--- config.mk ---
export PLATFORM = sky130hd
export DESIGN_NAME = bip_debug_unit_flat
export DESIGN_NICKNAME = d
export VERILOG_FILES = /design/src/rtl/bip_debug_unit_if.sv /design/src/rtl/bip_debug_unit.sv /design/src/flat_wrapper.sv
export SDC_FILE = /design/constraint.sdc
export NUM_CORES = 1
export LEC_CHECK = 0
export CAP_MARGIN = 40
export CORE_MARGIN = 2
export CORE_UTILIZATION = 45
export CTS_CLUSTER_SIZE = 10
export DETAILED_ROUTE_END_ITERATION = 8
export GPL_TIMING_DRIVEN = 1
export PLACE_DENSITY = 0.67
export SLEW_MARGIN = 20
export SYNTH_ARGS = -nofsm -noshare
export SYNTH_HDL_FRONTEND = slang
export SYNTH_SLANG_ARGS = --single-unit
--- constraint.sdc ---
create_clock -name i_clk -period 3.2 [get_ports i_clk]
set_input_delay 0.8 -clock i_clk [delete_from_list [all_inputs] [get_ports i_clk]]
set_output_delay 0.8 -clock i_clk [all_outputs]
set_load 0.05 [all_outputs]
--- src/rtl/bip_debug_unit_if.sv ---
// Bus bundle between the BIP-I debug unit and its UART cores, instruction memory and CPU.
// master: the debug unit; slave: the surrounding UART/CPU/memory side.
interface bip_debug_unit_if #(
    parameter int unsigned ADDR_W = 11
);
    logic              i_rx_done;
    logic [7:0]        i_rx_data;
    logic              i_tx_done;
    logic              o_tx_start;
    logic [7:0]        o_tx_data;
    logic              o_imem_we;
    logic [ADDR_W-1:0] o_imem_addr;
    logic [15:0]       o_imem_data;
    logic              o_cpu_en;
    logic              o_cpu_rst;
    logic              i_halt;
    logic [ADDR_W-1:0] i_pc;
    logic [15:0]       i_acc;

    modport master (
        input  i_rx_done, i_rx_data, i_tx_done, i_halt, i_pc, i_acc,
        output o_tx_start, o_tx_data, o_imem_we, o_imem_addr, o_imem_data,
               o_cpu_en, o_cpu_rst
    );

    modport slave (
        output i_rx_done, i_rx_data, i_tx_done, i_halt, i_pc, i_acc,
        input  o_tx_start, o_tx_data, o_imem_we, o_imem_addr, o_imem_data,
               o_cpu_en, o_cpu_rst
    );
endinterface

--- src/rtl/bip_debug_unit.sv ---
// UART-driven debug controller for BIP-I: loads program memory, runs/steps the CPU
// through its clock enable and reports PC, ACC and executed-cycle count as 6 bytes.
module bip_debug_unit #(
    parameter int unsigned ADDR_W   = 11,
    parameter logic [7:0]  CMD_LOAD = 8'h01,
    parameter logic [7:0]  CMD_RUN  = 8'h02,
    parameter logic [7:0]  CMD_STEP = 8'h03
) (
    input  logic            i_clk,
    input  logic            i_rst,
    bip_debug_unit_if.master bus
);
    localparam int unsigned DATA_W = 16;
    localparam int unsigned CYC_W  = 16;
    localparam int unsigned SNAP_W = 48;
    localparam int unsigned BIDX_W = 3;
    localparam int unsigned NBYTES = 6;

    typedef enum logic [3:0] {
        IDLE, LD_CNT_H, LD_CNT_L, LD_HI, LD_LO, LD_WR,
        CPU_RST, RUN, STEP, SEND, SEND_WAIT
    } state_t;

    state_t              state_q, state_d;
    logic [2:0]          cnt_hi_q, cnt_hi_d;
    logic [ADDR_W-1:0]   last_q, last_d;
    logic [ADDR_W-1:0]   idx_q, idx_d;
    logic [7:0]          word_hi_q, word_hi_d;
    logic [CYC_W-1:0]    cyc_q, cyc_d;
    logic [SNAP_W-1:0]   snap_q, snap_d;
    logic [BIDX_W-1:0]   byte_idx_q, byte_idx_d;
    logic                tx_start_q, tx_start_d;
    logic [7:0]          tx_data_q, tx_data_d;
    logic                imem_we_q, imem_we_d;
    logic [ADDR_W-1:0]   imem_addr_q, imem_addr_d;
    logic [DATA_W-1:0]   imem_data_q, imem_data_d;
    logic                cpu_rst_q, cpu_rst_d;

    logic                cpu_en_c;
    logic [ADDR_W-1:0]   count_c;
    logic [SNAP_W-1:0]   live_c;
    logic [SNAP_W-1:0]   snap_src_c;
    logic [7:0]          byte_c;

    // Enable drops in the same cycle halt is seen, so the HALT instruction never executes.
    assign cpu_en_c = ((state_q == RUN) || (state_q == STEP)) && !bus.i_halt;
    assign count_c  = ADDR_W'({cnt_hi_q, bus.i_rx_data});
    assign live_c   = {DATA_W'(bus.i_pc), bus.i_acc, cyc_q};

    // Byte 0 is sent from live values so a just-completed step is reflected in the report.
    always_comb begin
        snap_src_c = (byte_idx_q == BIDX_W'(0)) ? live_c : snap_q;
        case (byte_idx_q)
            3'd0:    byte_c = snap_src_c[47:40];
            3'd1:    byte_c = snap_src_c[39:32];
            3'd2:    byte_c = snap_src_c[31:24];
            3'd3:    byte_c = snap_src_c[23:16];
            3'd4:    byte_c = snap_src_c[15:8];
            default: byte_c = snap_src_c[7:0];
        endcase
    end

    // Next-state and registered-output logic.
    always_comb begin
        state_d     = state_q;
        cnt_hi_d    = cnt_hi_q;
        last_d      = last_q;
        idx_d       = idx_q;
        word_hi_d   = word_hi_q;
        cyc_d       = cpu_en_c ? cyc_q + CYC_W'(1) : cyc_q;
        snap_d      = snap_q;
        byte_idx_d  = byte_idx_q;
        tx_start_d  = 1'b0;
        tx_data_d   = tx_data_q;
        imem_we_d   = 1'b0;
        imem_addr_d = imem_addr_q;
        imem_data_d = imem_data_q;
        cpu_rst_d   = 1'b0;

        case (state_q)
            IDLE: begin
                if (bus.i_rx_done) begin
                    if (bus.i_rx_data == CMD_LOAD)      state_d = LD_CNT_H;
                    else if (bus.i_rx_data == CMD_RUN)  state_d = RUN;
                    else if (bus.i_rx_data == CMD_STEP) state_d = STEP;
                end
            end
            LD_CNT_H: begin
                if (bus.i_rx_done) begin
                    cnt_hi_d = bus.i_rx_data[2:0];
                    state_d  = LD_CNT_L;
                end
            end
            LD_CNT_L: begin
                if (bus.i_rx_done) begin
                    if (count_c == '0) begin
                        cpu_rst_d = 1'b1;
                        state_d   = CPU_RST;
                    end else begin
                        last_d  = count_c - ADDR_W'(1);
                        idx_d   = '0;
                        state_d = LD_HI;
                    end
                end
            end
            LD_HI: begin
                if (bus.i_rx_done) begin
                    word_hi_d = bus.i_rx_data;
                    state_d   = LD_LO;
                end
            end
            LD_LO: begin
                if (bus.i_rx_done) begin
                    imem_we_d   = 1'b1;
                    imem_addr_d = idx_q;
                    imem_data_d = {word_hi_q, bus.i_rx_data};
                    state_d     = LD_WR;
                end
            end
            LD_WR: begin
                if (idx_q == last_q) begin
                    cpu_rst_d = 1'b1;
                    state_d   = CPU_RST;
                end else begin
                    idx_d   = idx_q + ADDR_W'(1);
                    state_d = LD_HI;
                end
            end
            CPU_RST: begin
                cyc_d   = '0;
                state_d = IDLE;
            end
            RUN: begin
                if (bus.i_halt) state_d = SEND;
            end
            STEP: begin
                state_d = SEND;
            end
            SEND: begin
                if (byte_idx_q == BIDX_W'(0)) snap_d = live_c;
                tx_start_d = 1'b1;
                tx_data_d  = byte_c;
                state_d    = SEND_WAIT;
            end
            SEND_WAIT: begin
                if (bus.i_tx_done) begin
                    if (byte_idx_q == BIDX_W'(NBYTES - 1)) begin
                        byte_idx_d = '0;
                        state_d    = IDLE;
                    end else begin
                        byte_idx_d = byte_idx_q + BIDX_W'(1);
                        state_d    = SEND;
                    end
                end
            end
            default: state_d = IDLE;
        endcase
    end

    // State and datapath registers.
    always_ff @(posedge i_clk) begin
        if (i_rst) begin
            state_q     <= IDLE;
            cnt_hi_q    <= '0;
            last_q      <= '0;
            idx_q       <= '0;
            word_hi_q   <= '0;
            cyc_q       <= '0;
            snap_q      <= '0;
            byte_idx_q  <= '0;
            tx_start_q  <= 1'b0;
            tx_data_q   <= '0;
            imem_we_q   <= 1'b0;
            imem_addr_q <= '0;
            imem_data_q <= '0;
            cpu_rst_q   <= 1'b0;
        end else begin
            state_q     <= state_d;
            cnt_hi_q    <= cnt_hi_d;
            last_q      <= last_d;
            idx_q       <= idx_d;
            word_hi_q   <= word_hi_d;
            cyc_q       <= cyc_d;
            snap_q      <= snap_d;
            byte_idx_q  <= byte_idx_d;
            tx_start_q  <= tx_start_d;
            tx_data_q   <= tx_data_d;
            imem_we_q   <= imem_we_d;
            imem_addr_q <= imem_addr_d;
            imem_data_q <= imem_data_d;
            cpu_rst_q   <= cpu_rst_d;
        end
    end

    assign bus.o_tx_start  = tx_start_q;
    assign bus.o_tx_data   = tx_data_q;
    assign bus.o_imem_we   = imem_we_q;
    assign bus.o_imem_addr = imem_addr_q;
    assign bus.o_imem_data = imem_data_q;
    assign bus.o_cpu_en    = cpu_en_c;
    assign bus.o_cpu_rst   = cpu_rst_q;
endmodule

--- src/flat_wrapper.sv ---
// flat-port wrapper written by rule: the top's interface ports become plain ports
module bip_debug_unit_flat 
#(
    parameter int unsigned ADDR_W   = 11,
    parameter logic [7:0]  CMD_LOAD = 8'h01,
    parameter logic [7:0]  CMD_RUN  = 8'h02,
    parameter logic [7:0]  CMD_STEP = 8'h03
)
  (i_clk, i_rst, bus_i_rx_done, bus_i_rx_data, bus_i_tx_done, bus_i_halt, bus_i_pc, bus_i_acc, bus_o_tx_start, bus_o_tx_data, bus_o_imem_we, bus_o_imem_addr, bus_o_imem_data, bus_o_cpu_en, bus_o_cpu_rst);
  bip_debug_unit_if #(.ADDR_W(ADDR_W)) bus_i ();
  input  logic i_clk;
  input  logic i_rst;
  input wire logic [$bits(bus_i.i_rx_done)-1:0] bus_i_rx_done;
  input wire logic [$bits(bus_i.i_rx_data)-1:0] bus_i_rx_data;
  input wire logic [$bits(bus_i.i_tx_done)-1:0] bus_i_tx_done;
  input wire logic [$bits(bus_i.i_halt)-1:0] bus_i_halt;
  input wire logic [$bits(bus_i.i_pc)-1:0] bus_i_pc;
  input wire logic [$bits(bus_i.i_acc)-1:0] bus_i_acc;
  output wire logic [$bits(bus_i.o_tx_start)-1:0] bus_o_tx_start;
  output wire logic [$bits(bus_i.o_tx_data)-1:0] bus_o_tx_data;
  output wire logic [$bits(bus_i.o_imem_we)-1:0] bus_o_imem_we;
  output wire logic [$bits(bus_i.o_imem_addr)-1:0] bus_o_imem_addr;
  output wire logic [$bits(bus_i.o_imem_data)-1:0] bus_o_imem_data;
  output wire logic [$bits(bus_i.o_cpu_en)-1:0] bus_o_cpu_en;
  output wire logic [$bits(bus_i.o_cpu_rst)-1:0] bus_o_cpu_rst;
  assign bus_i.i_rx_done = bus_i_rx_done;
  assign bus_i.i_rx_data = bus_i_rx_data;
  assign bus_i.i_tx_done = bus_i_tx_done;
  assign bus_i.i_halt = bus_i_halt;
  assign bus_i.i_pc = bus_i_pc;
  assign bus_i.i_acc = bus_i_acc;
  assign bus_o_tx_start = bus_i.o_tx_start;
  assign bus_o_tx_data = bus_i.o_tx_data;
  assign bus_o_imem_we = bus_i.o_imem_we;
  assign bus_o_imem_addr = bus_i.o_imem_addr;
  assign bus_o_imem_data = bus_i.o_imem_data;
  assign bus_o_cpu_en = bus_i.o_cpu_en;
  assign bus_o_cpu_rst = bus_i.o_cpu_rst;
  bip_debug_unit #(.ADDR_W(ADDR_W), .CMD_LOAD(CMD_LOAD), .CMD_RUN(CMD_RUN), .CMD_STEP(CMD_STEP)) u_core (.i_clk(i_clk), .i_rst(i_rst), .bus(bus_i));
endmodule
* Yosys cells after proc, flatten, opt, wreduce, memory -nomap -nowiden
Cells that the tools add are included.
Storage, ports and cells: register bits after elaboration 142, input bits 40, output and inout port bits 39
Cells by class: $add $sub $neg 4, equal/unequal tests 29, mux-type cells 27, bitwise logic cells 2, reductions and logical operators 16
Operators with widths (count):
- $mux 48 | 1
- $mux 4 | 11
- $pmux 4 s10 | 1
- $pmux 8 s5 | 1
- $mux 11 | 3
- $pmux 11 s2 | 1
- $ne 2x2->1 const B | 9
- $add 16x1->16 const B | 1
- $eq 4x3->1 const B | 4
- $eq 8x2->1 const B | 2
- $eq 4x4->1 const B | 3
- $add 11x1->11 const B | 1
- $eq 11x11->1 | 1
- $logic_not 11->1 | 1
- $sub 11x1->11 const B | 1
- $mux 3 | 3
- $eq 4x2->1 const B | 2
- $eq 8x1->1 const B | 1
- $reduce_and 2->1 | 4
- $reduce_and 8->1 | 1
- $eq 3x2->1 const B | 2
- $eq 3x3->1 const B | 2
- $mux 1 | 5
- $eq 4x1->1 const B | 1
- 14 further kinds | 16

* Depth between registers and ports, before layout
Gate-level depths: netlist of the first run.
depth in word-level cells 6, depth in mapped cells 9, gate-level depth less buffers 8

* Least setup slack after synthesis of the first run
OpenSTA, ideal clock, no wires.
path kind input -> register, start in bus_i_rx_data[0], end reg u_core.idx_q[10], library setup time 69 ps, data arrival time 2853 ps, setup slack 278 ps, stages 8, path buffers 0, path through inv_1 -> ha_1 -> or3b_2 -> or4b_4 -> a22oi_4 -> a21boi_2 -> a41o_1 -> a21oi_2
On the way: word-level cells in the longest chain between the ends 3
RTL lines:
- start, declared | RTL line flat_wrapper.sv:14 | input wire logic [$bits(bus_i.i_rx_data)-1:0] bus_i_rx_data;
- $logic_not 11->1 | RTL line bip_debug_unit.sv:96 | if (count_c == '0) begin
- $ne 2x2->1 (no source line)
- $reduce_and 4->1 (no source line)
- end signal, assigned | RTL line bip_debug_unit.sv:181 | idx_q <= idx_d;
- end, declared | RTL line bip_debug_unit.sv:27 | logic [ADDR_W-1:0] idx_q, idx_d;
Every way passes these cells. A chain may end at the register's enable or synchronous reset.

* Final worst setup path of the first run
Same ends and word-level chain as after synthesis.

==> flow_summary.rst, run 1 <==
.. list-table::
   :header-rows: 1

   * - Metric
     - Value
   * - Die outline area
     - 0.0142 mm^2
   * - Most common cell after layout, fill and taps aside
     - sky130_fd_sc_hd__nand2_1
   * - Net count after synthesis
     - ~800
   * - Detail Route Antenna Nets
     - 0
   * - Synthesized area per cell
     - 8.09 um^2
   * - Area share of the largest cell type after synthesis
     - 0.448
   * - Detailed Route WL
     - roughly 15000 um
   * - Die Height
     - 119 um
   * - Type of the most critical hold path
     - flop to flop
   * - Net total in the final layout
     - 869
   * - Number of flip-flops and latches in the synthesized netlist
     - 134
   * - Initial antenna violation count
     - 0
   * - Row Count
     - 42
   * - Total Routing Usage GR
     - 0.216
   * - Min-Delay Path Depth
     - 2
   * - Depth of the critical timing path with buffers and inverters included
     - 9
   * - Crit-path slowest cell
     - sky130_fd_sc_hd__or4b_4
   * - WL/cell
     - ~15 um
   * - Crit Path Class
     - primary input to flop
   * - Multi-input logic area
     - roughly 0.0031 mm^2
   * - Synthesized area
     - 0.00598 mm^2
   * - Buffers inserted during post-CTS setup optimization
     - 0
   * - Number of buffers added to fix hold violations after cts
     - 0
   * - Endpoint of the worst register-to-register path
     - u_core.cyc_q[14]
   * - Arrival time at the worst endpoint
     - 3.30 ns
   * - First-pass DRT Iterations
     - 7
   * - Max Cap Viol
     - 0
   * - Ratio of final minimum period to clock period
     - 0.919
   * - Leading cell types in the layout, fill and taps excluded
     - sky130_fd_sc_hd__nand2_1 (166), sky130_fd_sc_hd__dfxtp_1 (134), sky130_fd_sc_hd__a21oi_1 (102), sky130_fd_sc_hd__clkdlybuf4s50_1 (76), sky130_fd_sc_hd__nor2_1 (67)
   * - DR iter-0 viols
     - 311
   * - Longest individual stage delay on the worst path
     - 0.54 ns
   * - Worst path cell trace
     - clkdlybuf4s50_1, inv_1, ha_1, or3b_2, or4b_4, a22oi_4, a21boi_2, a41o_1, a21oi_2
   * - Clock Tree Root
     - sky130_fd_sc_hd__clkbuf_16
   * - Worst Tran Pin Value
     - 0.791 ns
   * - Via count of the first global-routing pass
     - 5247
   * - Remaining design rule violation count
     - 0
   * - Required time at the worst-slack endpoint
     - 3.56 ns
   * - Total power divided by cell area
     - 508 mW/mm^2
   * - H-tree depth
     - 4
   * - Yosys cell types
     - 60
   * - Number of top-level pins
     - between 70 and 80
   * - Layout overhead on the synthesized area
     - 28.2%
   * - Largest voltage drop on the vdd net
     - 322 uV
   * - Maximum number of pins on one net before global-route repair
     - 32
   * - Final weighted congestion in routability-driven placement
     - 0.879
   * - Cell depth of the worst flop-to-flop path
     - 6
   * - Highest fanout seen on the critical path
     - 5
   * - Resized Gates After CTS
     - 0
   * - Clock insertion delay at the later pin of the skew report
     - 0.42 ns
   * - Final number of hold-violating endpoints
     - 0
   * - Static Leakage
     - 2.67 nW
   * - # diodes
     - 0
   * - Fraction of registers with async set/reset
     - 0
   * - Top cells by area in the synthesized netlist
     - sky130_fd_sc_hd__dfxtp_1 (45%), sky130_fd_sc_hd__nand2_1 (10%), sky130_fd_sc_hd__a21oi_1 (8.5%)
   * - Hold slack
     - 0.453 ns
   * - Run status
     - finished, final reports clean
   * - Register cell area after layout
     - 0.00268 mm^2
   * - Final setup vio count
     - 0
   * - First-pass GRT wire length
     - 24800 um
   * - Cells after Synth
     - roughly 740
   * - Element type at the critical path end
     - flop
   * - Initial cell density of the core
     - 0.457
   * - Via count
     - 5445
   * - Worst clock skew
     - 0.00900 ns
   * - Hold path startpoint
     - u_core.snap_q[26]
   * - Placeable core region
     - 0.0131 mm^2
   * - FMAX
     - 0.340 GHz
   * - Number of synthesized flops with an enable pin
     - 0
   * - Total cell area at the placement stage
     - 0.00704 mm^2
   * - Clock transition at the registers of the reported paths
     - 0.05 ns
   * - Fill cell instance count of the final layout
     - 1169
   * - Final std cell area, no fill
     - 0.00767 mm^2
   * - TritonCTS clock tree
     - yes
   * - Unrepaired setup endpoints after global routing
     - false
   * - Share of the yosys chip area belonging to registers
     - 0.448
   * - Average vias per placed instance
     - 5.39
   * - Buffer depth of the longest clock path
     - 2
   * - Layout cell share with drive strength beyond 1
     - 0.107
   * - Buffers on Ports
     - 78
   * - Worst Hold Path EP
     - u_core.snap_q[26]
   * - Floorplan die width
     - 119 um
   * - Slew Limit Fails
     - 0
   * - HPWL Detailed
     - approximately 11000 um
   * - Top cell type by total area after synthesis
     - sky130_fd_sc_hd__dfxtp_1
   * - Time the worst path needs with I/O delays and setup
     - between 2 and 3 ns
   * - Origin of the critical flop-to-flop path
     - u_core.state_q[2]
   * - Kind of cell with the highest combined delay on the critical path
     - simple AND/OR/NAND/NOR gates
   * - Sinks on Clock Net
     - 134
   * - Remaining Overflow, GRT
     - 0
   * - Synthesis warning total
     - 0
   * - Count of buffering cells on the critical path with inverters included
     - 2
   * - Critical path startpoint category
     - primary input
   * - Main synth FF type
     - sky130_fd_sc_hd__dfxtp_1
   * - Setup slack of the most critical reg-to-reg path
     - 0.73 ns
   * - Worst slew margin relative to its limit
     - 0.469
   * - Number of buffers created by CTS
     - 17
==> through the flow <==
stage	TNS (ns)	utilization	cells	power (mW)	worst slack, ns
after floorplan	0	-	739	1.76	0.278
after global placement	-0.444	0.538	979	1.84	-0.0819
after detailed placement	-1.52	0.538	979	1.84	-0.147
after CTS	0	0.586	1010	3.92	0.280
after global routing	0	0.586	1010	4.02	0.161
final	0	0.586	1010	3.90	0.259
==> worst register-to-register path: stages (launching register included) <==
cell and delay (ns):
sky130_fd_sc_hd__dfxtp_1 0.49, sky130_fd_sc_hd__or4b_1 0.60, sky130_fd_sc_hd__a21oi_2 0.35, sky130_fd_sc_hd__and3_1 0.29, sky130_fd_sc_hd__nand3_1 0.18, sky130_fd_sc_hd__or3_1 0.35, sky130_fd_sc_hd__a21oi_1 0.15
==> how the worst max path moves through the flow <==
stage	slack [ns]	start	to
2_1_floorplan	0.28	bus_i_rx_data[0]	u_core.idx_q[10]
3_3_place_gp	-0.08	bus_i_rx_data[0]	u_core.idx_q[10]
3_5_place_dp	-0.15	bus_i_rx_data[0]	u_core.idx_q[10]
4_1_cts	0.28	bus_i_rx_data[0]	u_core.idx_q[10]
5_1_grt	0.16	bus_i_rx_data[0]	u_core.idx_q[3]
6_report	0.26	bus_i_rx_data[0]	u_core.idx_q[10]
==> state kept, by name (all words and copies together) (netlist names) <==
name,cells
u_core.bus.o_tx_start,1
u_core.snap_q,40
u_core.byte_idx_q,3
u_core.bus.o_cpu_rst,1
u_core.cnt_hi_q,3
u_core.cyc_q,16
u_core.state_q,4
u_core.idx_q,11
u_core.bus.o_tx_data,8
u_core.word_hi_q,8
u_core.bus.o_imem_addr,11
u_core.bus.o_imem_data,16
u_core.bus.o_imem_we,1
u_core.last_q,11
==> cell type report <==
type,count,area share
multi-input cells,547,0.399
repair buffers,112,0.136
well taps,176,0.0287
inverters,10,0.00489
clock inverters,10,0.0232
clock buffers,21,0.0587
flip-flops and latches,134,0.350
==> layer usage <==
metal,vias up,GRT usage,wire [um]
met5,-,0,0
met2,131,0.374,7450
li1,2707,-,-
met3,14,0.0580,734
met1,2593,0.262,6610
met4,0,0.0676,174
==> synthesized netlist by cell type (2+ instances only) <==
cell type and count:
sky130_fd_sc_hd__a211oi_1 13, sky130_fd_sc_hd__a21oi_1 102, sky130_fd_sc_hd__a21oi_2 2, sky130_fd_sc_hd__a221o_1 2, sky130_fd_sc_hd__a221oi_1 8, sky130_fd_sc_hd__a22oi_1 5, sky130_fd_sc_hd__and2_1 2, sky130_fd_sc_hd__and2b_2 2
sky130_fd_sc_hd__and3_1 8, sky130_fd_sc_hd__and4_1 3, sky130_fd_sc_hd__buf_2 2, sky130_fd_sc_hd__clkbuf_1 43, sky130_fd_sc_hd__dfxtp_1 134, sky130_fd_sc_hd__ha_1 7, sky130_fd_sc_hd__inv_1 10, sky130_fd_sc_hd__mux2_2 8
sky130_fd_sc_hd__mux2i_1 15, sky130_fd_sc_hd__nand2_1 166, sky130_fd_sc_hd__nand3_1 14, sky130_fd_sc_hd__nand4_1 6, sky130_fd_sc_hd__nand4b_1 4, sky130_fd_sc_hd__nor2_1 67, sky130_fd_sc_hd__nor2b_1 5, sky130_fd_sc_hd__nor3_1 7
sky130_fd_sc_hd__nor3_2 2, sky130_fd_sc_hd__nor4_1 4, sky130_fd_sc_hd__o21ai_0 21, sky130_fd_sc_hd__o21ai_1 2, sky130_fd_sc_hd__o31ai_1 3, sky130_fd_sc_hd__or3_1 3, sky130_fd_sc_hd__or3b_2 2, sky130_fd_sc_hd__or4_1 2
sky130_fd_sc_hd__xnor2_1 29, sky130_fd_sc_hd__xor2_1 10
==> cell families after synthesis <==
family,synth area share
AOI/OAI and AO/OA,0.170
and+or+nand+nor,0.230
buffers and inverters,0.0397
xor gates and xnor gates,0.0571
adders and majority gates,0.0146
muxes,0.0402
DFF,0.448
==> where the power goes <==
part           internal (mW)  switching (mW)  leakage (nW)
Combinational         0.0709          0.0670          1.29
Clock                   1.39           0.697         0.307
Sequential              1.67       0.0000723          1.08
Note: power is estimated with default switching activity, not from simulation.
==> inputs of run 2 (changes only) <==
--- a/config.mk
+++ b/config.mk
@@ -5,6 +5,7 @@
 export SDC_FILE = /design/constraint.sdc
 export NUM_CORES = 1
 export LEC_CHECK = 0
+export ABC_CLOCK_PERIOD_IN_PS = 3200
 export CAP_MARGIN = 40
 export CORE_MARGIN = 2
 export CORE_UTILIZATION = 45
==> results of run 2 <==
The final DEF is identical to that of run 1; final timing and power are the same.
==> inputs of run 3 (changes only) <==
--- a/config.mk
+++ b/config.mk
@@ -6,10 +6,9 @@
 export NUM_CORES = 1
 export LEC_CHECK = 0
 export ABC_CLOCK_PERIOD_IN_PS = 3200
-export CAP_MARGIN = 40
 export CORE_MARGIN = 2
 export CORE_UTILIZATION = 45
-export CTS_CLUSTER_SIZE = 10
+export CTS_CLUSTER_SIZE = 20
 export DETAILED_ROUTE_END_ITERATION = 8
 export GPL_TIMING_DRIVEN = 1
 export PLACE_DENSITY = 0.67
==> results of run 3 <==
The final DEF is identical to that of run 1; final timing and power are the same.
